<file path="src/rtl/myproject_pkg.sv">
// Shared definitions for the LSTM gate lanes: FSM encoding, output limits and the
// default-format rescale/saturate helper.
package myproject_pkg;

   typedef enum logic {
      ST_ACCUM = 1'b0,
      ST_HOLD  = 1'b1
   } state_t;

   // Default lane format: 32-bit accumulator, ap_fixed<16,6> result, 10-bit rescale.
   localparam int ACC_W  = 32;
   localparam int OUT_W  = 16;
   localparam int FRAC_W = 10;

   localparam logic [OUT_W-1:0] OUT_MAX = 16'h7FFF;
   localparam logic [OUT_W-1:0] OUT_MIN = 16'h8000;

   typedef struct packed {
      logic [OUT_W-1:0] val;
      logic             clip;
   } sat_res_t;

   // Floor-rescale the accumulator and clip into the signed output range.
   function automatic sat_res_t sat_trunc(input logic [ACC_W-1:0] acc);
      logic signed [ACC_W-1:0] shifted;
      sat_res_t                r;
      shifted = $signed(acc) >>> FRAC_W;
      r.val   = shifted[OUT_W-1:0];
      r.clip  = 1'b0;
      if (shifted[ACC_W-1:OUT_W-1] != {(ACC_W-OUT_W+1){shifted[ACC_W-1]}}) begin
         r.clip = 1'b1;
         r.val  = shifted[ACC_W-1] ? OUT_MIN : OUT_MAX;
      end
      return r;
   endfunction

endpackage

</file>
<file path="src/rtl/myproject_sat_trunc.sv">
// Combinational rescale (arithmetic shift, floor) and saturation of a wide signed sum
// into the signed output format, with a clip indication.
module myproject_sat_trunc
   import myproject_pkg::*;
#(
   parameter int ACC_WIDTH  = 32,
   parameter int OUT_WIDTH  = 16,
   parameter int FRAC_SHIFT = 10
) (
   input  logic [ACC_WIDTH-1:0] acc,
   output logic [OUT_WIDTH-1:0] dout,
   output logic                 clip
);

   generate
      if (ACC_WIDTH == ACC_W && OUT_WIDTH == OUT_W && FRAC_SHIFT == FRAC_W) begin : g_default
         sat_res_t res;
         always_comb begin
            res  = sat_trunc(acc);
            dout = res.val;
            clip = res.clip;
         end
      end else begin : g_generic
         localparam logic [OUT_WIDTH-1:0] MAX_V = {1'b0, {(OUT_WIDTH-1){1'b1}}};
         localparam logic [OUT_WIDTH-1:0] MIN_V = {1'b1, {(OUT_WIDTH-1){1'b0}}};
         logic signed [ACC_WIDTH-1:0] shifted;
         // Everything above the output sign bit must be a copy of it, else the value clips.
         always_comb begin
            shifted = $signed(acc) >>> FRAC_SHIFT;
            dout    = shifted[OUT_WIDTH-1:0];
            clip    = 1'b0;
            if (shifted[ACC_WIDTH-1:OUT_WIDTH-1] !=
                {(ACC_WIDTH-OUT_WIDTH+1){shifted[ACC_WIDTH-1]}}) begin
               clip = 1'b1;
               dout = shifted[ACC_WIDTH-1] ? MIN_V : MAX_V;
            end
         end
      end
   endgenerate

endmodule

</file>
<file path="src/rtl/myproject_dot_accum.sv">
// Gate-lane dot-product accumulator: sums N_TERMS signed products plus a bias, rescales
// and saturates the sum, and offers it to the activation stage.
module myproject_dot_accum
   import myproject_pkg::*;
#(
   parameter int PROD_WIDTH = 26,
   parameter int ACC_WIDTH  = 32,
   parameter int N_TERMS    = 16,
   parameter int OUT_WIDTH  = 16,
   parameter int FRAC_SHIFT = 10
) (
   input  logic                  ap_clk,
   input  logic                  ap_rst_n,
   input  logic [PROD_WIDTH-1:0] prod_data,
   input  logic                  prod_vld,
   input  logic                  prod_last,
   output logic                  prod_rdy,
   input  logic [OUT_WIDTH-1:0]  bias,
   output logic [OUT_WIDTH-1:0]  dout,
   output logic                  dout_vld,
   input  logic                  dout_rdy,
   output logic                  sat_flag,
   output logic                  last_err,
   output logic                  dbg_state
);

   localparam int CW = $clog2(N_TERMS);
   localparam logic [CW-1:0] LAST_CNT = CW'(N_TERMS - 1);

   state_t                 state;
   logic [CW-1:0]          cnt;
   logic [ACC_WIDTH-1:0]   acc;
   logic [ACC_WIDTH-1:0]   base;
   logic [ACC_WIDTH-1:0]   sum;
   logic [OUT_WIDTH-1:0]   sat_dout;
   logic                   sat_clip;
   logic                   accept;
   logic                   is_last;

   // Handshakes: a term moves when prod_vld && prod_rdy at a rising edge; a result moves
   // when dout_vld && dout_rdy. Once raised, dout_vld and its payload hold until taken.
   // While a result is held, the next vector's first term may only enter together with
   // the result leaving, so prod_rdy follows dout_rdy in HOLD.
   assign prod_rdy  = (state == ST_ACCUM) || dout_rdy;
   assign accept    = prod_vld && prod_rdy;
   assign is_last   = (cnt == LAST_CNT);
   assign dbg_state = state;

   // The first term of a vector starts from the bias aligned to the product's fraction.
   always_comb begin
      base = acc;
      if (cnt == '0) begin
         base = {{(ACC_WIDTH-OUT_WIDTH){bias[OUT_WIDTH-1]}}, bias} << FRAC_SHIFT;
      end
      sum = base + {{(ACC_WIDTH-PROD_WIDTH){prod_data[PROD_WIDTH-1]}}, prod_data};
   end

   myproject_sat_trunc #(
      .ACC_WIDTH  (ACC_WIDTH),
      .OUT_WIDTH  (OUT_WIDTH),
      .FRAC_SHIFT (FRAC_SHIFT)
   ) u_sat_trunc (
      .acc  (sum),
      .dout (sat_dout),
      .clip (sat_clip)
   );

   always_ff @(posedge ap_clk or negedge ap_rst_n) begin
      if (!ap_rst_n) begin
         state    <= ST_ACCUM;
         cnt      <= '0;
         acc      <= '0;
         dout     <= '0;
         dout_vld <= 1'b0;
         sat_flag <= 1'b0;
         last_err <= 1'b0;
      end else begin
         if (state == ST_HOLD && dout_rdy) begin
            dout_vld <= 1'b0;
            state    <= ST_ACCUM;
         end
         if (accept) begin
            acc <= sum;
            // prod_last is only cross-checked; the term count alone closes a vector.
            if (prod_last != is_last) begin
               last_err <= 1'b1;
            end
            if (is_last) begin
               dout     <= sat_dout;
               dout_vld <= 1'b1;
               sat_flag <= sat_clip;
               cnt      <= '0;
               state    <= ST_HOLD;
            end else begin
               cnt <= cnt + 1'b1;
            end
         end
      end
   end

endmodule
</file>
<file path="config.mk">
export PLATFORM = sky130hd
export DESIGN_NAME = myproject_dot_accum
export DESIGN_NICKNAME = d
export VERILOG_FILES = /design/src/rtl/myproject_pkg.sv /design/src/rtl/myproject_sat_trunc.sv /design/src/rtl/myproject_dot_accum.sv
export SDC_FILE = /design/constraint.sdc
export NUM_CORES = 1
export LEC_CHECK = 0
export ABC_AREA = 1
export BUFFER_PORTS_ARGS = -buffer_cell sky130_fd_sc_hd__buf_4
export CAP_MARGIN = 20
export CORE_ASPECT_RATIO = 0.7
export CORE_MARGIN = 4
export CORE_UTILIZATION = 44
export CTS_CLUSTER_SIZE = 20
export DETAILED_ROUTE_END_ITERATION = 10
export GPL_ROUTABILITY_DRIVEN = 0
export RECOVER_POWER = 100
export SKIP_CTS_REPAIR_TIMING = 1
export SYNTH_ARGS = -nofsm -noshare
export SYNTH_HDL_FRONTEND = slang
export SYNTH_HIERARCHICAL = 1
export SYNTH_SLANG_ARGS = --single-unit
</file>
<file path="constraint.sdc">
create_clock -name ap_clk -period 4.2 [get_ports ap_clk]
set_input_delay 0.42 -clock ap_clk [delete_from_list [all_inputs] [get_ports ap_clk]]
set_output_delay 0.42 -clock ap_clk [all_outputs]
set_load 0.1 [all_outputs]
</file>
# After elaboration in Yosys (flattened, before gate mapping)
# Index checks and enable logic that the tools add are counted.
# word_totals
ff_bits,56
in_bits,47
out_inout_bits,21
word_cells,29
# op_classes
n_addsub,2
eq_ne,3
muxes,10
bitwise_logic,1
n_reduce_logical,6
# op_table
operator,n
$add 32x32->32,1
$mux 32,1
$mux 17,1
$mux 16,1
$mux 1,6
$ne 6x6->1,1
$add 4x1->4 const B,1
$eq 4x4->1 const B,1
$logic_not 4->1,1
$mux 4,1
$reduce_and 2->1,2
$logic_and 1x1->1,2
$logic_or 1x1->1,1
$ne 1x1->1,1
$not 1->1,1

# Logic depth before layout (Yosys ltp)
# Gate-level depths: netlist of run 1.
# logic_depth
word_depth,5
mapped_depth,27
depth_no_buf,25

# Hierarchy
# Netlist of run 1, hierarchy kept.
# modules_own_cells
module,n_inst,cells_each,area_each_um2,seq_area_each_um2
myproject_dot_accum,1,822,4988.5,1401.3
myproject_sat_trunc,1,52,236.5,0.0

# Least setup slack after synthesis of run 1
# No wires, ideal clock.
# synth_path
path_type,flip-flop to flip-flop
from,reg cnt[0]
to,reg dout[10]
setup_time_ns,0.122
arrival_ns,3.338
t_required_ns,4.078
path_slack_ns,0.740
path_stages_with_launch,26
synth_period_minus_slack_ns,3.460
cell_sequence,dfrtp_1 -> inv_1 -> ha_1 -> nand3_4 -> inv_1 -> buf_2 -> buf_2 -> nor2_1 -> ha_1 -> fa_1 -> nand3_1 -> nand3_1 -> nand3_1 -> nand3_1 -> nand2_1 -> nand3_1 -> and2_1 -> nor2_1 -> nand2_2 -> inv_1 -> nand2_1 -> nand3_2 -> buf_6 -> nand2_1 -> nand2_1 -> nand2_1
# synth_between
elab_chain_cells,5
word_cells_on_any_way,8
cone_classes,1 x add/sub; 2 x eq/ne; 3 x mux; 2 x reduce/logical
# synth_rtl
item,line,source
from (decl),myproject_dot_accum.sv:31,logic [CW-1:0] cnt;
from (signal assigned),myproject_dot_accum.sv:95,cnt <= cnt + 1'b1;
$logic_not 4->1,myproject_dot_accum.sv:52,if (cnt == '0) begin
$mux 32,myproject_dot_accum.sv:52,
$add 32x32->32,myproject_dot_accum.sv:55,"sum = base + {{(ACC_WIDTH-PROD_WIDTH){prod_data[PROD_WIDTH-1]}}, prod_data};"
net sum[28],myproject_dot_accum.sv:34,logic [ACC_WIDTH-1:0] sum;
$ne 6x6->1,myproject_pkg.sv:30,if (shifted[ACC_W-1:OUT_W-1] != {(ACC_W-OUT_W+1){shifted[ACC_W-1]}}) begin
$mux 17,myproject_pkg.sv:30,
net sat_dout[10],myproject_dot_accum.sv:35,logic [OUT_WIDTH-1:0] sat_dout;
to (signal assigned),myproject_dot_accum.sv:89,dout <= sat_dout;
to (decl),myproject_dot_accum.sv:19,"output logic [OUT_WIDTH-1:0] dout,"
# The timed path passes the listed nets, and every way through them passes these cells.
# A chain may end at the register's enable or synchronous reset.

# Worst setup path in the final report of run 1
# layout_path
from,reg cnt[0]
to,reg dout[3]
# The elaborated chain is that of the path after synthesis.

==> results.cfg, run 1 <==
[yosys]
post_synth_inst_count = 874
yosys-top-cells-area = sky130_fd_sc_hd__nand2_1 28%, sky130_fd_sc_hd__dfrtp_1 27%, sky130_fd_sc_hd__inv_1 11%
synth-edff-count = 0
synth_top_area_frac = 0.283
synth_ff_type = sky130_fd_sc_hd__dfrtp_1
synth_commonest_cells = 394 x sky130_fd_sc_hd__nand2_1, 155 x sky130_fd_sc_hd__inv_1, 56 x sky130_fd_sc_hd__dfrtp_1
synth_area_um2 = 5230
async_flop_share = 1.00
synth_most_common_cell = sky130_fd_sc_hd__nand2_1
yosysWarningCount = 6
synthesis.nets = 958
post_synthesis_sequential_area_ratio = 0.268
yosys_register_bits = 56
synth_largest_area_cell = sky130_fd_sc_hd__nand2_1
ys_types = 33
mean_cell_area_of_the_mapped_netlist_um2 = 5.98

[timing]
rsz0062_at_grt = false
slew_viol_final = 112
timing.final.hold_violations = 0
maxSlewHeadroom = -1.14
report.final.setup_viol = 0
final.setup.tns_ps = 0
final_min_period_over_clock_period = 0.924
worst_slew_pin_slew_ps = 3210
worst_clock_skew_ps = 13.6
layout_min_cycle_time_ps = 3880
max_freq_mhz = 258

[setup_path]
startpoint = cnt[0]$_DFFE_PN0P_
timing.setup.critical_path_class = reg2reg
r2r_start = cnt[0]$_DFFE_PN0P_
worst-path-max-fanout = 25
cp.arrival_ps = 4120
worstReg2RegEnd = dout[3]$_DFFE_PN0P_
worst_ep_required_time_ps = 4440
timing.critical_path.to_type = flip-flop
ff2ff_path_depth = 25
setup.reg_to_reg.worst_slack_ps = 320
critPathLaunchType = flip-flop
critPathCapture = dout[3]$_DFFE_PN0P_

[finish]
syn_to_final_growth_pct = 13.2
sequential_cell_area_um2 = 1400
number_of_cells_in_the_finished_layout_apart_from_fillers = 1089
fillerInstances = 1249
multi_input_gate_area_in_the_final_layout_um2 = 3110
design.final.nets = 1019
drive_gt1_frac = 0.0769
antenna_cells = 0

[clocking]
cts.sinks = 56
ctsHtreeMaxLevel = 2
insertion_delay_ps = 310
ctsLongestPathBuffers = 2
root_buffer = sky130_fd_sc_hd__clkbuf_16
tritoncts.num_buffers = 5
clk_pin_slew_worst_paths_ps = 70
tritoncts = done

[worst_hold_path]
worstHoldPathType = in2reg

[detailed_routing]
avgViaCountPerCell = 4.82
totalWireLength_um = 15200
detail_route.drc_violations = 0
drt-initial-drc-count = 448
routedWlPerCell_um = 13.9
vias = 5248
drt.antenna.violating_nets = 0
firstDrtPassIters = 5

[floorplanning]
die_w_um = 138
std_cell_rows = 32
die_area_um2 = 13700
floorplan.core_area_um2 = 11300
pin_count = 68
start_util = 0.463
floorplan.die.height_um = 99.2

[global_route]
grt_antenna_before_repair = 0
globalRouteTotalUtil = 0.227
gr-total-overflow = 0
first_global_vias = 4885
grt_pass1_wl_um = 25400
maximum_number_of_pins_on_one_net_before_global_route_repair = 57

[run]
max_cap_viol_count = 2

[place]
placedCellCount = 1080
hpwlAfterDp_um = 12300
placement.io_buffers = 67

[run_status]
failed_checks = capacitance limit, slew limit
outcome = finished, violations left
[registers in the layout, indices dropped and copies added (netlist names)]
register,count
acc,32
dbg_state,1
cnt,4
last_err,1
dout,16
sat_flag,1
dout_vld,1
[routing by layer]
| layer | global-route usage | up-vias | share of wire |
|---|---|---|---|
| met1 | 0.358 | 2349 | 0.53 |
| met2 | 0.317 | 160 | 0.38 |
| met4 | 0.0273 | 0 | 0.0078 |
| li1 | - | 2729 | - |
| met3 | 0.0562 | 10 | 0.082 |
| met5 | 0 | - | 0 |
[stage by stage]
step | setup slack, ps | hold slack [ps] | utilization | area (um^2)
2_1_floorplan | 740 | 124 | - | 5230
6_report | 319 | 369 | 0.524 | 5910
5_1_grt | 34.3 | 389 | 0.524 | 5910
3_5_place_dp | 313 | 460 | 0.518 | 5840
4_1_cts | 261 | 203 | 0.530 | 5990
3_3_place_gp | 376 | 461 | 0.518 | 5840
[placed cells by master, fill, tap and decap left out, types with 2 or more instances in the layout]
master / n
sky130_fd_sc_hd__nor2_2: 2
sky130_fd_sc_hd__nand3_1: 44
sky130_fd_sc_hd__dfrtp_1: 56
sky130_fd_sc_hd__xnor2_1: 2
sky130_fd_sc_hd__and2_1: 15
sky130_fd_sc_hd__nand3_4: 2
sky130_fd_sc_hd__inv_1: 157
sky130_fd_sc_hd__inv_2: 3
sky130_fd_sc_hd__xor2_2: 2
sky130_fd_sc_hd__nor2_1: 53
sky130_fd_sc_hd__nand2_2: 3
sky130_fd_sc_hd__ha_1: 36
sky130_fd_sc_hd__a21oi_1: 18
sky130_fd_sc_hd__nand2_1: 398
sky130_fd_sc_hd__o21bai_1: 2
sky130_fd_sc_hd__nand3b_1: 2
sky130_fd_sc_hd__o21ai_1: 4
sky130_fd_sc_hd__clkbuf_16: 5
sky130_fd_sc_hd__xor2_1: 13
sky130_fd_sc_hd__clkbuf_1: 22
sky130_fd_sc_hd__buf_4: 46
sky130_fd_sc_hd__nor3_1: 5
sky130_fd_sc_hd__o21ai_0: 32
[worst max-delay path, cell delays in order (launching register included)]
cell,delay (ps)
sky130_fd_sc_hd__dfrtp_1,400
sky130_fd_sc_hd__inv_1,100
sky130_fd_sc_hd__ha_1,200
sky130_fd_sc_hd__nand3_4,150
sky130_fd_sc_hd__inv_1,120
sky130_fd_sc_hd__buf_6,220
sky130_fd_sc_hd__nand2_1,70
sky130_fd_sc_hd__nand2_1,230
sky130_fd_sc_hd__ha_1,340
sky130_fd_sc_hd__nand2_1,120
sky130_fd_sc_hd__inv_1,60
sky130_fd_sc_hd__nand2_1,80
sky130_fd_sc_hd__nand2_1,70
sky130_fd_sc_hd__nand2_1,70
sky130_fd_sc_hd__nand2_1,90
sky130_fd_sc_hd__a21oi_1,290
sky130_fd_sc_hd__nand3_1,150
sky130_fd_sc_hd__and2_1,190
sky130_fd_sc_hd__inv_1,80
sky130_fd_sc_hd__nand2_1,170
sky130_fd_sc_hd__o21ai_4,210
sky130_fd_sc_hd__buf_12,150
sky130_fd_sc_hd__nand2_1,50
sky130_fd_sc_hd__nand2_1,70
sky130_fd_sc_hd__nand2_1,50
sky130_fd_sc_hd__nand2_1,70
[cells by family after synthesis]
group	count (synthesis)	synth area share
compound gates	60	0.0623
simple gates	528	0.413
xor+xnor	17	0.0342
fa+ha+maj	37	0.0900
flops	56	0.268
buf+inv	176	0.132
[how the worst min path moves through the flow]
stage                    startpoint                    to  depth (start not counted)
2_1_floorplan              ap_rst_n    acc[0]$_DFFE_PN0P_                          0
3_3_place_gp    dout[4]$_DFFE_PN0P_   dout[4]$_DFFE_PN0P_                          2
3_5_place_dp   sat_flag$_DFFE_PN0P_  sat_flag$_DFFE_PN0P_                          2
4_1_cts                    ap_rst_n    acc[6]$_DFFE_PN0P_                          1
5_1_grt                    dout_rdy    dout_vld$_DFF_PN0_                          4
6_report                   dout_rdy    dout_vld$_DFF_PN0_                          4
[layout make-up]
cell class	count	share of cell area
flip-flops and latches	56	0.237
repair buffers	70	0.0777
well taps	153	0.0324
multi-input cells	642	0.527
clock buffers	5	0.0212
clock inverters	3	0.00360
inverters	160	0.102
Power of run 1 is left out: the tool's default activity adds up to more than one toggle a clock period on the data nets, which glitch-free logic cannot reach.
==> run 2, diff against run 1 <==
- clock period: 4.2 -> 4.45 ns (I/O delays scaled with it)
==> results.cfg, run 2 (synthesized netlist as in run 1, its figures left out) <==
[setup_path]
timing.critical_path.slowest_cell_delay_ps = 420
timing.critical_path.cells = inv_1, ha_1, nand3_4, inv_1, buf_4, nand2_1, nand2_1, ha_1, nand2_1, inv_1, nand2_1, nand2_1, nand2_1, nand2_1, a21oi_1, nand3_1, and2_1, inv_1, nand2_1, o21ai_4, nand2_1, nand2_1, nand2_1, nand2_1
worst-path-max-fanout = 24
timing.setup.critical_path_class = reg2reg
worstReg2RegEnd = dout[13]$_DFFE_PN0P_
critPathSlowestCell = sky130_fd_sc_hd__o21ai_4
r2r_start = cnt[0]$_DFFE_PN0P_
cp.arrival_ps = 4270
timing.critical_path.to_type = flip-flop
worst_ep_required_time_ps = 4690
ff2ff_path_depth = 24
critPathLaunchType = flip-flop
critPathBufInv = 5
timing.critical_path.mode_cell = sky130_fd_sc_hd__nand2_1
path_delay_family = simple AND/OR/NAND/NOR gates
setup.reg_to_reg.worst_slack_ps = 420

[detailed_routing]
vias = 5368
totalWireLength_um = 15600
drt.antenna.violating_nets = 0
firstDrtPassIters = 5
drt-initial-drc-count = 530
detail_route.drc_violations = 0
avgViaCountPerCell = 4.93
routedWlPerCell_um = 14.4

[timing]
report.final.setup_viol = 0
timing.final.hold_violations = 0
final.setup.tns_ps = 0
rsz0062_at_grt = false
maxSlewHeadroom = -1.18
layout_min_cycle_time_ps = 4030
worst_slew_pin_slew_ps = 3270
worst_clock_skew_ps = 12.1
hold-worst-slack_ps = 401
slew_viol_final = 112
max_freq_mhz = 248
final_min_period_over_clock_period = 0.906

[place]
hpwlAfterDp_um = 12500
placement.io_buffers = 67
placedCellCount = 1080

[global_route]
first_global_vias = 4929
grt_antenna_before_repair = 0
maximum_number_of_pins_on_one_net_before_global_route_repair = 57
globalRouteTotalUtil = 0.227
grt_pass1_wl_um = 25200
gr-total-overflow = 0

[finish]
most_common_cell_after_layout_fill_and_taps_aside = sky130_fd_sc_hd__nand2_1
design.final.nets = 1018
layout_top_registers = acc x32, dout x16, cnt x4
fillerInstances = 1230
syn_to_final_growth_pct = 12.1
number_of_cells_in_the_finished_layout_apart_from_fillers = 1088
antenna_cells = 0
drive_gt1_frac = 0.0706
largest_register_ffs = 32
register_name_with_the_most_flops = acc
highest_count_cells_in_the_layout_ignoring_fill_and_taps = 400 x sky130_fd_sc_hd__nand2_1, 157 x sky130_fd_sc_hd__inv_1, 56 x sky130_fd_sc_hd__dfrtp_1

[floorplanning]
floorplan.die.height_um = 99.2
pin_count = 68
die_area_um2 = 13700
die_w_um = 138
std_cell_rows = 32
start_util = 0.463
floorplan.core_area_um2 = 11300

[worst_hold_path]
worstHoldPathType = in2reg
hold-path-cell-count = 4
min_delay_worst_endpoint = dout_vld$_DFF_PN0_
worst_hold_startpoint = dout_rdy

[clocking]
tritoncts.num_buffers = 5
ctsLongestPathBuffers = 2
root_buffer = sky130_fd_sc_hd__clkbuf_16
cts.sinks = 56
insertion_delay_ps = 310
ctsHtreeMaxLevel = 2
tritoncts = done
clk_pin_slew_worst_paths_ps = 70

[run_status]
outcome = finished, violations left
failed_checks = capacitance limit, slew limit

[run]
max_cap_viol_count = 2
==> run 2: worst max path at each step <==
stage                                  start                   end  slack, ps  depth (start not counted)
final                     cnt[0]$_DFFE_PN0P_  dout[13]$_DFFE_PN0P_        420                         24
after global routing      cnt[0]$_DFFE_PN0P_   dout[2]$_DFFE_PN0P_         70                         23
after CTS                 cnt[0]$_DFFE_PN0P_  dout[13]$_DFFE_PN0P_        510                         22
after detailed placement  cnt[0]$_DFFE_PN0P_  dout[13]$_DFFE_PN0P_        540                         22
after global placement    cnt[0]$_DFFE_PN0P_   dout[0]$_DFFE_PN0P_        630                         24
after floorplan           cnt[0]$_DFFE_PN0P_  dout[10]$_DFFE_PN0P_        990                         25
==> run 2: worst register-to-register path: stages, from the launching register on <==
cell                      delay [ps]
sky130_fd_sc_hd__dfrtp_1         400
sky130_fd_sc_hd__inv_1            90
sky130_fd_sc_hd__ha_1            190
sky130_fd_sc_hd__nand3_4         150
sky130_fd_sc_hd__inv_1           110
sky130_fd_sc_hd__buf_4           280
sky130_fd_sc_hd__nand2_1         130
sky130_fd_sc_hd__nand2_1         200
sky130_fd_sc_hd__ha_1            330
sky130_fd_sc_hd__nand2_1         120
sky130_fd_sc_hd__inv_1            60
sky130_fd_sc_hd__nand2_1          60
sky130_fd_sc_hd__nand2_1          60
sky130_fd_sc_hd__nand2_1          70
sky130_fd_sc_hd__nand2_1          90
sky130_fd_sc_hd__a21oi_1         280
sky130_fd_sc_hd__nand3_1         140
sky130_fd_sc_hd__and2_1          180
sky130_fd_sc_hd__inv_1           100
sky130_fd_sc_hd__nand2_1         130
sky130_fd_sc_hd__o21ai_4         420
sky130_fd_sc_hd__nand2_1         120
sky130_fd_sc_hd__nand2_1          80
sky130_fd_sc_hd__nand2_1          70
sky130_fd_sc_hd__nand2_1         110
==> run 2: per-stage QoR <==
| stage | worst slack (ps) | utilization | area [um^2] |
|---|---|---|---|
| after detailed placement | 540 | 0.518 | 5840 |
| after global routing | 71.8 | 0.519 | 5860 |
| after CTS | 514 | 0.530 | 5990 |
| after global placement | 635 | 0.518 | 5840 |
| after floorplan | 990 | - | 5230 |
| final | 419 | 0.519 | 5860 |
==> run 2: final cells by class <==
cell class,instances,area (um^2),area share
multi-input cells,642,3090,0.527
repair buffers,69,435,0.0743
flip-flops and latches,56,1400,0.239
well taps,153,191,0.0327
clock inverters,2,13.8,0.00235
clock buffers,6,129,0.0220
inverters,160,601,0.102
==> run 2: per-layer routing <==
| metal | share of wire | wire length (um) | GRT usage | vias to the layer above |
|---|---|---|---|---|
| met5 | 0 | 0 | 0 | - |
| met4 | 0.0050 | 78 | 0.0334 | 0 |
| met3 | 0.082 | 1290 | 0.0413 | 6 |
| met2 | 0.40 | 6320 | 0.328 | 187 |
| met1 | 0.51 | 7940 | 0.358 | 2437 |
| li1 | - | - | - | 2738 |
Power of run 2 is left out for the same reason.
==> run 3, diff against run 2 <==
- CORE_UTILIZATION: 44 -> 55
- PLACE_DENSITY: unset -> 0.76
- clock period: 4.45 -> 4.35 ns (I/O delays scaled with it)
==> results.cfg, run 3 (synthesized netlist as in run 1, its figures left out) <==
[floorplanning]
die_w_um = 124
die_area_um2 = 11100
floorplan.core_area_um2 = 9140
start_util = 0.571
std_cell_rows = 29
pin_count = 68
floorplan.die.height_um = 89.5

[timing]
worst_clock_skew_ps = 15.4
final_min_period_over_clock_period = 0.923
maxSlewHeadroom = -1.04
worst_slew_pin_slew_ps = 3060
final.setup.tns_ps = 0
hold-worst-slack_ps = 394
timing.final.hold_violations = 0
max_freq_mhz = 249
layout_min_cycle_time_ps = 4020
rsz0062_at_grt = false
slew_viol_final = 112
report.final.setup_viol = 0

[global_route]
globalRouteTotalUtil = 0.268
grt_pass1_wl_um = 24000
first_global_vias = 4958
maximum_number_of_pins_on_one_net_before_global_route_repair = 57
gr-total-overflow = 0
grt_antenna_before_repair = 0

[clocking]
ctsHtreeMaxLevel = 2
tritoncts.num_buffers = 5
insertion_delay_ps = 310
root_buffer = sky130_fd_sc_hd__clkbuf_16
clk_pin_slew_worst_paths_ps = 70
cts.sinks = 56
ctsLongestPathBuffers = 2
tritoncts = done

[finish]
largest_register_ffs = 32
most_common_cell_after_layout_fill_and_taps_aside = sky130_fd_sc_hd__nand2_1
post-route-cell-area_um2 = 5850
layout_top_registers = acc x32, dout x16, cnt x4
register_name_with_the_most_flops = acc
syn_to_final_growth_pct = 12.0
fillerInstances = 925
highest_count_cells_in_the_layout_ignoring_fill_and_taps = 397 x sky130_fd_sc_hd__nand2_1, 156 x sky130_fd_sc_hd__inv_1, 56 x sky130_fd_sc_hd__dfrtp_1
design.final.nets = 1018
drive_gt1_frac = 0.0749
antenna_cells = 0

[setup_path]
critPathBufInv = 5
timing.critical_path.to_type = flip-flop
timing.critical_path.slowest_cell_delay_ps = 400
critPathLaunchType = flip-flop
timing.setup.critical_path_class = reg2reg
worst_ep_required_time_ps = 4590
critPathSlowestCell = sky130_fd_sc_hd__o21ai_4
worst-path-max-fanout = 18
timing.critical_path.mode_cell = sky130_fd_sc_hd__nand2_1
timing.critical_path.cells = inv_1, ha_1, nand3_4, clkinvlp_4, buf_4, nand2_1, nand2_1, ha_1, nand2_1, inv_1, nand2_1, nand2_1, nand2_1, nand2_1, a21oi_1, nand3_1, and2_1, inv_1, nand2_1, o21ai_4, nand2_1, nand2_1, nand2_1, nand2_1
cp.arrival_ps = 4250
path_delay_family = simple AND/OR/NAND/NOR gates

[run_status]
failed_checks = capacitance limit, slew limit
outcome = finished, violations left

[detailed_routing]
totalWireLength_um = 14600
drt-initial-drc-count = 481
drt.antenna.violating_nets = 0
vias = 5397
detail_route.drc_violations = 0
routedWlPerCell_um = 13.8
avgViaCountPerCell = 5.10
firstDrtPassIters = 5

[place]
placed_area_um2 = 5810
hpwlAfterDp_um = 11800
placement.io_buffers = 67

[worst_hold_path]
worstHoldPathType = in2reg

[run]
max_cap_viol_count = 2
run 3: changes by cell type in the layout (fill, tap and decap cells not counted), sizes merged:
cell	previous run	this run
clkinvlp	0	2
inv	161	159
run 3: through the flow:
stage,setup slack [ps],util,std cells
after CTS,309,0.651,1059
final,335,0.640,1059
after global routing,0.218,0.640,1059
after detailed placement,333,0.635,1051
after global placement,499,0.635,1051
after floorplan,890,-,874
run 3: path summary, 6_finish.rpt:
kind	from	end	slack [ps]	cells past startpoint
worst max-delay path	cnt[0]$_DFFE_PN0P_	dout[7]$_DFFE_PN0P_	330	24
max in group asynchronous	ap_rst_n	cnt[0]$_DFFE_PN0P_	1480	1
worst min-delay path	dout_rdy	dout_vld$_DFF_PN0_	390	4
worst min register to register	dout[6]$_DFFE_PN0P_	dout[6]$_DFFE_PN0P_	470	2
min in group asynchronous	ap_rst_n	acc[6]$_DFFE_PN0P_	1120	1
worst max register to register	cnt[0]$_DFFE_PN0P_	dout[7]$_DFFE_PN0P_	330	24
run 3: routing by layer:
| layer | track usage | part of all wire |
|---|---|---|
| met1 | 0.396 | 0.48 |
| met5 | 0.0420 | 0.0047 |
| met2 | 0.415 | 0.41 |
| met4 | 0.0478 | 0.010 |
| met3 | 0.0472 | 0.099 |
run 3: cell type report:
type                    count  area, um^2  area share
repair buffers             69         435      0.0744
inverters                 160         604       0.103
flip-flops and latches     56        1400       0.239
well taps                 124         155      0.0265
clock buffers               6         129      0.0220
clock inverters             2        16.3     0.00278
multi-input cells         642        3110       0.532
run 3: worst register-to-register path, delay by kind of cell (launching register included):
kind,cells,cell delay [ps]
AND/OR/NAND/NOR,15,1600
AO/OA/AOI/OAI,2,700
buffers and inverters,5,680
adder cells (fa/ha/maj),2,620
flip-flops,1,370
Power of run 3 is left out for the same reason.
